<file path="src/rtl/sha256_digest_ser.sv">
// sha256_digest_ser
// Captures a finished 256-bit SHA-256 digest and streams it out as eight
// 32-bit words over a valid/ready handshake, H0 first. A digest strobe that
// arrives while a stream is still in flight is discarded and flagged.
//
// Ports:
//   clk            clock
//   rst            synchronous reset, active-low
//   digest_valid_i one-cycle strobe: digest_i carries a new final hash
//   digest_i       final hash {H0..H7}, H0 in the top word
//   word_ready_i   downstream accepts word_o this cycle
//   word_o         current output word (zero outside SEND)
//   word_valid_o   word_o valid
//   word_last_o    high with the final word (idx 7)
//   word_idx_o     index of word_o
//   busy_o         high while streaming
//   done_o         one-cycle pulse after the last word transferred
//   drop_o         sticky overflow flag
//   clr_drop_i     clears drop_o (a same-cycle new overflow wins)
module sha256_digest_ser #(
    parameter int WORD_W    = 32,
    parameter int NUM_WORDS = 8
) (
    input  logic                        clk,
    input  logic                        rst,
    input  logic                        digest_valid_i,
    input  logic [WORD_W*NUM_WORDS-1:0] digest_i,
    input  logic                        word_ready_i,
    output logic [WORD_W-1:0]           word_o,
    output logic                        word_valid_o,
    output logic                        word_last_o,
    output logic [2:0]                  word_idx_o,
    output logic                        busy_o,
    output logic                        done_o,
    output logic                        drop_o,
    input  logic                        clr_drop_i
);

    localparam int DIGEST_W = WORD_W * NUM_WORDS;
    localparam logic [2:0] LAST_IDX = 3'(NUM_WORDS - 1);

    typedef enum logic [1:0] {
        IDLE,
        SEND,
        DONE
    } state_t;

    state_t              state_reg,  state_next;
    logic [DIGEST_W-1:0] buffer_reg, buffer_next;
    logic [DIGEST_W-1:0] buffer_shifted;
    logic [2:0]          idx_reg,    idx_next;
    logic                drop_reg,   drop_next;

    // Shift the buffer up by one word so the next word lands in the top slot.
    assign buffer_shifted[WORD_W-1:0] = '0;
    generate
        for (genvar gi = 1; gi < NUM_WORDS; gi++) begin : g_shift
            assign buffer_shifted[gi*WORD_W +: WORD_W] = buffer_reg[(gi-1)*WORD_W +: WORD_W];
        end
    endgenerate

    always_ff @(posedge clk) begin
        if (!rst) begin
            state_reg  <= IDLE;
            buffer_reg <= '0;
            idx_reg    <= '0;
            drop_reg   <= 1'b0;
        end else begin
            state_reg  <= state_next;
            buffer_reg <= buffer_next;
            idx_reg    <= idx_next;
            drop_reg   <= drop_next;
        end
    end

    always_comb begin
        state_next  = state_reg;
        buffer_next = buffer_reg;
        idx_next    = idx_reg;
        drop_next   = drop_reg;

        case (state_reg)
            IDLE: begin
                if (digest_valid_i) begin
                    buffer_next = digest_i;
                    idx_next    = '0;
                    state_next  = SEND;
                end
            end
            SEND: begin
                if (word_ready_i) begin
                    if (idx_reg == LAST_IDX) begin
                        state_next = DONE;
                    end else begin
                        buffer_next = buffer_shifted;
                        idx_next    = idx_reg + 3'd1;
                    end
                end
            end
            DONE: begin
                // Accepting here keeps back-to-back digests at 9 cycles each.
                if (digest_valid_i) begin
                    buffer_next = digest_i;
                    idx_next    = '0;
                    state_next  = SEND;
                end else begin
                    state_next = IDLE;
                end
            end
            default: state_next = IDLE;
        endcase

        // New overflow takes priority over a clear in the same cycle.
        if (state_reg == SEND && digest_valid_i) begin
            drop_next = 1'b1;
        end else if (clr_drop_i) begin
            drop_next = 1'b0;
        end
    end

    assign word_valid_o = (state_reg == SEND);
    assign busy_o       = (state_reg == SEND);
    assign done_o       = (state_reg == DONE);
    assign word_o       = (state_reg == SEND) ? buffer_reg[DIGEST_W-1 -: WORD_W] : '0;
    assign word_idx_o   = idx_reg;
    assign word_last_o  = (state_reg == SEND) && (idx_reg == LAST_IDX);
    assign drop_o       = drop_reg;

endmodule

</file>
<file path="config.mk">
export PLATFORM = sky130hd
export DESIGN_NAME = sha256_digest_ser
export DESIGN_NICKNAME = d
export VERILOG_FILES = /design/src/rtl/sha256_digest_ser.sv
export SDC_FILE = /design/constraint.sdc
export NUM_CORES = 1
export LEC_CHECK = 0
export BUFFER_PORTS_ARGS = -buffer_cell sky130_fd_sc_hd__buf_4
export CORE_MARGIN = 5
export CORE_UTILIZATION = 40
export DETAILED_ROUTE_END_ITERATION = 8
export MAX_ROUTING_LAYER = met4
export PLACE_DENSITY_LB_ADDON = 0.2
export SYNTH_ARGS = -nofsm -noshare
export SYNTH_HDL_FRONTEND = slang
export SYNTH_SLANG_ARGS = --single-unit
export TNS_END_PERCENT = 30
</file>
<file path="constraint.sdc">
create_clock -name clk -period 2.3 [get_ports clk]
set_clock_uncertainty 0.15 [all_clocks]
set_input_delay 0.46 -clock clk [delete_from_list [all_inputs] [get_ports clk]]
set_output_delay 0.46 -clock clk [all_outputs]
set_load 0.1 [all_outputs]
</file>
==> flow_summary.json <==
{
  "outcome": "completed",
  "pre_cts_slack_ps": 198,
  "wl_per_cell_um": 20.2,
  "rows": 62,
  "drc_errors": 0,
  "p_leak_nw": 6.72,
  "setup_viol": 0,
  "routed_wl_um": 36700,
  "arrival_ps": 1670,
  "cts_buffer_depth": 3,
  "vias": 9915,
  "fin_ws_ps": 22.8,
  "diodes": 0,
  "hp-class": "in2reg",
  "cts-root-buf": "clkbuf_16",
  "overflow": 0,
  "slew_violations": 0,
  "vias_per_cell": 5.45,
  "maxCapViolCount": 0,
  "design.core.area_mm2": 0.0288,
  "stdcell_area_mm2": 0.0159,
  "yosys_warnings": 0,
  "slew_headroom": 0.572,
  "synth_nets": 1420,
  "synthToLayoutAreaGrowth_pct": 36.6,
  "yosys-top-cells-area": "dfxtp_1, mux2i_1, o31ai_1",
  "r2r_cells": 6,
  "yosysSeqAreaShare": 0.449,
  "ys_types": 24,
  "ys_ff_latch": 262,
  "placed_cells": 1732,
  "fmax_mhz": 439,
  "synth_top_area_cell": "dfxtp_1",
  "worstSetupEndpointType": "output port",
  "regToRegEndpoint": "buffer_reg[227]",
  "stdcell_count": 1820,
  "cp-endpoint": "word_o[1]",
  "placement.cell_area_mm2": 0.0142,
  "critPathLaunch": "state_reg[0]",
  "place_hpwl_um": 24600,
  "drive_above_1_share": 0.283,
  "rsz0062_at_grt": "yes",
  "grt_first_pass_wirelength_um": 55600,
  "nets": 1678,
  "gp_congestion": 0.821,
  "layout_worst_path_cycle_share": 0.990,
  "cts_max_level": 1,
  "dr.first_iter.drc_count": 939,
  "antenna_left": 0,
  "antenna_found_initial": 0,
  "min_period_ps": 2280,
  "syn_inst": 1157,
  "r2r_setup_slack_ps": 190,
  "grt_max_degree": 124,
  "grt.total_usage": 0.213,
  "cts_sinks": 262,
  "die_area_mm2": 0.0327,
  "syn_area_mm2": 0.0117,
  "cp_max_fo": 35,
  "power_density_mw_per_mm2": 780,
  "cts_tree": "built",
  "die_w_um": 181,
  "dr.pass1.iters": 4,
  "rr_startpoint": "word_idx_o[0]",
  "finalHoldViolCount": 0,
  "cts_buffers": 30,
  "path_class": "reg2out",
  "initial_core_util": 0.405,
  "cp.required_ps": 1690,
  "cp-start-kind": "register",
  "worst_pin_slew_ps": 643,
  "irDropWorstVdd_uv": 564,
  "io-pin-count": 301,
  "grt_pass1_vias": 9920,
  "avgSynthCellArea_um2": 10.1,
  "dieHeight_um": 181,
  "clk_pin_slew_ps": 60,
  "insertion_delay_ps": 540,
  "yosysTopAreaCellShare": 0.449,
  "portBuffers": 300,
  "largest_register_ffs": 256
}
[synth_stat cells, drive strengths merged]
master	number
clkbuf	60
and2	34
nor3	1
nor2b	4
or2	1
a21oi	226
inv	1
mux2	1
a22o	34
o31ai	224
nand2	1
ha	2
dfxtp	262
nor2	2
buf	77
and4bb	1
and4b	1
mux2i	224
and3	1
[metal layers]
metal,global-route usage,wire (um),part of all wire
met5,-,0,0
met4,0.0472,838,0.023
met3,0.0438,2370,0.065
met2,0.327,16900,0.46
met1,0.292,16600,0.45
[worst max-delay path, cell delays in order (launching register included)]
cell,delay [ps]
dfxtp_4,340
nor2b_4,170
buf_12,180
and2_1,220
buf_12,190
[per-stage QoR]
stage               hold WS, ps  TNS (ps)  utilization  total power [mW]
floorplan                   292      -172            -              6.82
global placement            305         0        0.493              7.64
detailed placement          308         0        0.493              7.66
CTS                        13.0         0        0.546              12.5
global route               20.5      -308        0.554              13.0
finish                     37.4         0        0.554              12.4
[placed cells by master, fill, tap and decap left out, drive strengths merged, types with 3 or more instances in the layout]
cell and instances:
a21oi 226, a22o 34, and2 34, buf 330
clkbuf 47, clkinv 3, dfxtp 262, dlygate4sd3 33
mux2i 224, nor2b 4, o31ai 224
[layout make-up]
cell class | count | area [um^2]
fill | 2544 | 12800
multi-input combinational | 757 | 5770
sequential | 262 | 5260
timing repair buffer | 363 | 3430
clock buffer | 47 | 906
tap | 384 | 480
clock inverter | 6 | 86.3
inverter | 1 | 3.75
[how the worst min path moves through the flow]
stage	start	to	slack (ps)	cells after the start
after CTS	word_ready_i	state_reg[1]	10	2
final	word_ready_i	state_reg[1]	40	2
after global placement	buffer_reg[14]	buffer_reg[14]	310	1
after floorplan	buffer_reg[0]	buffer_reg[0]	290	1
after global routing	word_ready_i	state_reg[1]	20	2
after detailed placement	buffer_reg[29]	buffer_reg[29]	310	1
[power by group]
group / internal, mW / switching [mW] / total [mW]
sequential: 5.00 / 0.278 / 5.28
combinational: 1.12 / 1.30 / 2.42
clock: 2.91 / 1.83 / 4.73
[timing repair]
item                                    CTS  global route
resized for setup                        42            55
endpoints found under the setup margin   35            31
gates cloned                              0             0
setup buffers                             2             0
hold endpoints to repair                 33             0
hold buffers                             33             0
[cells by family (layout without fill, tap and decap cells)]
| kind of cell | after synthesis | count (layout) | synth area share |
|---|---|---|---|
| AO/OA/AOI/OAI | 484 | 484 | 0.270 |
| adder cells (fa/ha/maj) | 2 | 2 | 0.00214 |
| buffers and inverters | 138 | 417 | 0.0601 |
| flip-flops | 262 | 262 | 0.449 |
| multiplexers | 225 | 225 | 0.193 |
| AND/OR/NAND/NOR | 46 | 46 | 0.0254 |
Note: power is estimated with default switching activity, not from simulation.
